===== config.mk =====
export PLATFORM = sky130hd
export DESIGN_NAME = approx_mult_err_monitor
export DESIGN_NICKNAME = d
export VERILOG_FILES = /design/src/rtl/approx_mult_pkg.sv /design/src/rtl/approx_mult_err_monitor_abs_diff.sv /design/src/rtl/approx_mult_err_monitor.sv
export SDC_FILE = /design/constraint.sdc
export NUM_CORES = 1
export LEC_CHECK = 0
export ABC_CLOCK_PERIOD_IN_PS = 7900
export CAP_MARGIN = 40
export CORE_MARGIN = 5
export CORE_UTILIZATION = 33
export CTS_CLUSTER_SIZE = 20
export DETAILED_ROUTE_END_ITERATION = 8
export GPL_TIMING_DRIVEN = 0
export PLACE_DENSITY_LB_ADDON = 0.15
export REMOVE_ABC_BUFFERS = 1
export SLEW_MARGIN = 15
export SYNTH_ARGS = -nofsm -noshare
export SYNTH_HDL_FRONTEND = slang
export SYNTH_SLANG_ARGS = --single-unit

===== constraint.sdc =====
create_clock -name clk -period 7.9 [get_ports clk]
set_input_delay 1.975 -clock clk [delete_from_list [all_inputs] [get_ports clk]]
set_output_delay 1.975 -clock clk [all_outputs]
set_load 0.1 [all_outputs]

===== src/rtl/approx_mult_pkg.sv =====
// Shared definitions for the approximate-multiplier error-metric blocks:
// run-control state encoding and the default operand/derived widths.
package approx_mult_pkg;

  localparam int DEF_WIDTH = 8;
  localparam int PW        = 2 * DEF_WIDTH;      // product / error-distance width
  localparam int SW        = 4 * DEF_WIDTH;      // error-distance sum width
  localparam int CW        = 2 * DEF_WIDTH + 1;  // sample / error counter width

  typedef enum logic [1:0] {
    ST_IDLE  = 2'd0,
    ST_RUN   = 2'd1,
    ST_DRAIN = 2'd2,
    ST_DONE  = 2'd3
  } state_e;

endpackage


===== src/rtl/approx_mult_err_monitor_abs_diff.sv =====
// Unsigned absolute difference and inequality flag of two registered values,
// built from compare-and-subtract so no signed arithmetic is needed.
module abs_diff #(
  parameter int W = 16
) (
  input  logic [W-1:0] i_x,
  input  logic [W-1:0] i_y,
  output logic [W-1:0] o_diff,
  output logic         o_neq
);

  assign o_diff = (i_x >= i_y) ? (i_x - i_y) : (i_y - i_x);
  assign o_neq  = (i_x != i_y);

endmodule


===== src/rtl/approx_mult_err_monitor.sv =====
// Error-metric accumulator behind the approximate multiplier: recomputes the
// exact product and gathers error count, max and sum of error distance per run.
module approx_mult_err_monitor
  import approx_mult_pkg::*;
#(
  parameter int WIDTH   = DEF_WIDTH,
  parameter int SAMPLES = 65536
) (
  input  logic                 clk,
  input  logic                 rst_n,
  input  logic                 start,
  input  logic                 in_valid,
  output logic                 in_ready,
  input  logic [WIDTH-1:0]     in_a,
  input  logic [WIDTH-1:0]     in_b,
  input  logic [2*WIDTH-1:0]   in_apprx,
  output logic                 busy,
  output logic                 done,
  output logic [2*WIDTH:0]     err_count,
  output logic [2*WIDTH-1:0]   max_ed,
  output logic [4*WIDTH-1:0]   sum_ed,
  output logic [2*WIDTH:0]     sample_count
);

  localparam int PROD_W = 2 * WIDTH;
  localparam int SUM_W  = 4 * WIDTH;
  localparam int CNT_W  = 2 * WIDTH + 1;

  localparam logic [CNT_W-1:0] SAMPLES_C = CNT_W'(SAMPLES);
  localparam logic [CNT_W-1:0] LAST_IDX  = CNT_W'(SAMPLES - 1);

  state_e             r_state;
  state_e             w_state_nxt;
  logic               w_accept;
  logic               w_clear;
  logic [CNT_W-1:0]   r_accepted;

  logic               r_s1_valid;
  logic [WIDTH-1:0]   r_s1_a;
  logic [WIDTH-1:0]   r_s1_b;
  logic [PROD_W-1:0]  r_s1_apprx;

  logic [PROD_W-1:0]  w_exact;
  logic [PROD_W-1:0]  w_ed;
  logic               w_neq;

  logic               r_s2_valid;
  logic [PROD_W-1:0]  r_s2_ed;
  logic               r_s2_neq;

  logic [CNT_W-1:0]   r_err_count;
  logic [PROD_W-1:0]  r_max_ed;
  logic [SUM_W-1:0]   r_sum_ed;
  logic [CNT_W-1:0]   r_sample_count;

  // NOTE: sequential state uses non-blocking assignments so every register
  // samples pre-edge values, independent of statement order.
  always_ff @(posedge clk) begin
    if (!rst_n) r_state <= ST_IDLE;
    else        r_state <= w_state_nxt;
  end

  // NOTE: every output of this block gets a default first so no path leaves
  // a variable unassigned, which would otherwise infer a latch.
  always_comb begin
    w_state_nxt = r_state;
    w_clear     = 1'b0;
    in_ready    = 1'b0;
    busy        = 1'b0;
    done        = 1'b0;
    case (r_state)
      ST_IDLE: begin
        if (start) begin
          w_clear     = 1'b1;
          w_state_nxt = ST_RUN;
        end
      end
      ST_RUN: begin
        busy     = 1'b1;
        in_ready = (r_accepted < SAMPLES_C);
        if (in_valid && in_ready && (r_accepted == LAST_IDX)) w_state_nxt = ST_DRAIN;
      end
      ST_DRAIN: begin
        busy = 1'b1;
        // S1 empty now means the last sample leaves S2 on this edge.
        if (!r_s1_valid) w_state_nxt = ST_DONE;
      end
      ST_DONE: begin
        done = 1'b1;
        if (start) begin
          w_clear     = 1'b1;
          w_state_nxt = ST_RUN;
        end
      end
      default: w_state_nxt = ST_IDLE;
    endcase
  end

  assign w_accept = in_valid && in_ready;

  always_ff @(posedge clk) begin
    if (!rst_n) begin
      r_s1_valid <= 1'b0;
      r_s2_valid <= 1'b0;
    end else begin
      r_s1_valid <= w_accept;
      r_s2_valid <= r_s1_valid;
    end
  end

  // NOTE: pipeline data registers carry no reset; the valid bits alone
  // qualify them, so clearing the data would only cost reset fan-out.
  always_ff @(posedge clk) begin
    if (w_accept) begin
      r_s1_a     <= in_a;
      r_s1_b     <= in_b;
      r_s1_apprx <= in_apprx;
    end
    r_s2_ed  <= w_ed;
    r_s2_neq <= w_neq;
  end

  assign w_exact = {{WIDTH{1'b0}}, r_s1_a} * {{WIDTH{1'b0}}, r_s1_b};

  abs_diff #(.W(PROD_W)) u_abs_diff (
    .i_x    (w_exact),
    .i_y    (r_s1_apprx),
    .o_diff (w_ed),
    .o_neq  (w_neq)
  );

  always_ff @(posedge clk) begin
    if (!rst_n || w_clear) begin
      r_accepted     <= '0;
      r_err_count    <= '0;
      r_max_ed       <= '0;
      r_sum_ed       <= '0;
      r_sample_count <= '0;
    end else begin
      if (w_accept) r_accepted <= r_accepted + CNT_W'(1);
      if (r_s2_valid) begin
        r_sum_ed       <= r_sum_ed + SUM_W'(r_s2_ed);
        r_err_count    <= r_err_count + CNT_W'(r_s2_neq);
        r_sample_count <= r_sample_count + CNT_W'(1);
        if (r_s2_ed > r_max_ed) r_max_ed <= r_s2_ed;
      end
    end
  end

  assign err_count    = r_err_count;
  assign max_ed       = r_max_ed;
  assign sum_ed       = r_sum_ed;
  assign sample_count = r_sample_count;

endmodule


==> impl_metrics.ini <==
[outcome]
status = finished clean

[grt]
grtUsageTotal_pct = 14.36
grt_max_degree = 52
grt_pass1_vias = 8462
grt_antenna_before_repair = 0
grt_remaining_overflow = 0
grt_pass1_wl_mm = 41.86

[synth]
syn_area_um2 = 10410
synth.distinct_cells = 64
synthTopCellsByCount = inv_1 (121), dfxtp_1 (120), ha_1 (107), a21oi_1 (90), nor2_1 (88)
async_flop_share_pct = 0
seq_area_frac_synth_pct = 32.31
syn_inst = 1166
ys_ff_latch = 152
synth_top_cells_by_area = dfxtp_1 (23%), ha_1 (13%), edfxtp_1 (9.2%)
syn_area_per_cell_um2 = 8.928
synth_flop_cell = dfxtp_1
netlist.area_leader.share_pct = 23.08
yosysMostFrequentCell = inv_1
yosys.area.top_type = dfxtp_1
yosysWarnings = 0
synth_edf_count = 32

[clock_network]
cts_buffers = 17
numClockSinks = 152
clk_pin_slew_ns = 0.07
hold_buffers = 0
clock_latency_ns = 0.44
cts-root-buf = clkbuf_16
cts_tree = yes
cts-htree-levels = 4
clockBufferDepth = 2

[final_layout]
n_antenna_cell = 0
area_growth_pct = 34.52
drive_gt1_share_pct = 10.20
fin_area_um2 = 14000
nets = 1542

[timing]
fin_crit_sh_pct = 93.20
setup_viol = 0
whs_ns = 0.4553
rsz0062_at_grt = no
finalClockSkew_ns = 0.01283
worst_pin_slew_ns = 0.8603
drv_slew = 0
tns_ns = 0
period_minus_slack_ns = 7.363
slew_headroom_pct = 41.89
final-hold-violation-count = 0
fmaxAchievable_ghz = 0.1358

[min_path]
hold_end = r_s2_valid$_SDFF_PN0_
min_from = r_s1_valid$_SDFF_PN0_
hold_path_class = reg -> reg
whs_path_depth = 1

[pwr]
p_per_area_nw_per_um2 = 465.7
peakVddDrop_mv = 0.3021
total_leakage_power_nw = 5.756

[setup_path]
required_ns = 8.25
cp-end-kind = flip-flop
r2r_cells = 21
timing.rr.end = r_s2_ed[4]$_DFF_P_
ff2ff_setup_slack_ns = 0.54
cp.arrival_ns = 7.71
setup.worst_path.class = reg -> reg
rr_startpoint = r_s1_a[1]$_DFFE_PP_
crit_path_max_fanout = 13
start_kind = flip-flop
startpoint = r_s1_a[1]$_DFFE_PP_

[die]
io_pins = 121
die_h_um = 187.6
die_area_um2 = 35200
core_area_um2 = 31310
die_w_um = 187.6
start_util_pct = 33.25
row_count = 65

[route]
viasPerCell = 4.790
wl_per_cell_um = 14.02
drtIter0Drc = 323
vias = 8502
firstDrtPassIters = 4
ant_nets = 0
wirelength_mm = 24.88
drc = 0

[placement]
dpl.hpwl_mm = 19.81
finalWeightedCongestion = 0.8724
placed_area_um2 = 13420
portBuffers = 120

[job]
drv_cap = 0
final cells by class:
type | count | area (um2)
clock buffer | 19 | 452.9
multi-input combinational | 858 | 6446
clock inverter | 13 | 127.6
timing repair buffer | 210 | 2655
sequential | 152 | 3364
inverter | 121 | 454.2
fill | 2978 | 17310
tap | 402 | 503.0
worst max-delay path by stage:
| stage | end | slack (ns) | cells past startpoint |
|---|---|---|---|
| global placement | r_s2_ed[4]$_DFF_P_ | 0.36 | 21 |
| finish | r_s2_ed[4]$_DFF_P_ | 0.54 | 21 |
| global route | r_s2_ed[4]$_DFF_P_ | 0.03 | 22 |
| detailed placement | r_s2_ed[4]$_DFF_P_ | 0.35 | 21 |
| floorplan | r_s2_ed[1]$_DFF_P_ | 1.61 | 21 |
| CTS | r_s2_ed[4]$_DFF_P_ | 0.32 | 21 |
per-stage QoR:
stage	setup slack (ns)	util (%)	std cells	total power [mW]
6_report	0.5374	44.72	1775	6.522
3_3_place_gp	0.3622	38.19	1653	5.671
2_1_floorplan	1.608	-	1131	4.626
3_5_place_dp	0.3502	42.87	1743	5.748
4_1_cts	0.3241	44.72	1775	6.591
5_1_grt	0.03119	44.72	1775	7.226
cell usage in the layout, fill, tap and decap left out, types with 10 or more instances in the layout:
cell / instances
nor2_1: 88
xnor2_1: 35
nand4_1: 23
inv_1: 121
fa_1: 39
a21o_1: 30
mux2i_1: 22
xor2_1: 43
nor3_1: 16
clkdlybuf4s50_1: 120
and3_1: 16
a21oi_1: 90
edfxtp_1: 32
ha_1: 107
o21a_1: 11
clkbuf_16: 17
o21ai_0: 59
dfxtp_1: 119
o21bai_1: 10
or3_1: 22
nand2_1: 59
nand3_1: 40
buf_8: 78
and2_1: 60
critical path, cell delays in order, from the launching register on:
cell and delay [ns]:
edfxtp_1 0.50, and2_1 0.23, fa_1 0.50, fa_1 0.52, fa_1 0.55, inv_1 0.05
fa_1 0.52, inv_1 0.04, ha_1 0.34, or3_1 0.35, o21ai_0 0.13, nor3_1 0.09
a2111oi_1 0.60, xnor2_1 0.20, ha_1 0.45, and4_1 0.36, nand2b_1 0.08, nor3_1 0.53
nor3_1 0.14, nand2_1 0.57, mux2i_1 0.30, xor2_1 0.21
state kept, by name, indices dropped and copies added (netlist names):
| signal | flops |
|---|---|
| err_count | 17 |
| sum_ed | 32 |
| r_accepted | 17 |
| r_s2_ed | 16 |
| sample_count | 17 |
| r_s2_neq | 1 |
| r_s2_valid | 1 |
| r_s1_valid | 1 |
| r_s1_b | 8 |
| max_ed | 16 |
| r_s1_a | 8 |
| r_state | 2 |
| r_s1_apprx | 16 |
per-layer routing:
| metal | vias up | track usage (%) | wire length, um |
|---|---|---|---|
| met4 | 0 | 4.207 | 355 |
| met1 | 3936 | 18.47 | 11700 |
| met5 | - | 0 | 0 |
| met2 | 140 | 24.73 | 12020 |
| li1 | 4405 | - | - |
| met3 | 21 | 2.569 | 809 |
report_power, final:
part,switching [mW],total [mW],internal (mW)
clock,0.373,0.807,0.433
combinational,2.73,4.68,1.95
sequential,0.0984,1.03,0.934
repair_timing:
| item | 4_1_cts | 5_1_grt |
|---|---|---|
| endpoints found under the setup margin | 0 | 12 |
| buffers inserted | 0 | 0 |
| gates resized for setup | 0 | 1 |
logic make-up after synthesis:
group	count (synthesis)	synth area share, %
buffers and inverters	156	5.865
xor gates and xnor gates	78	6.562
and+or+nand+nor	366	18.16
DFF	152	32.31
muxes	23	2.224
AOI/OAI and AO/OA	245	14.52
adders and majority gates	146	20.36
Note: power is estimated with default switching activity, not from simulation.
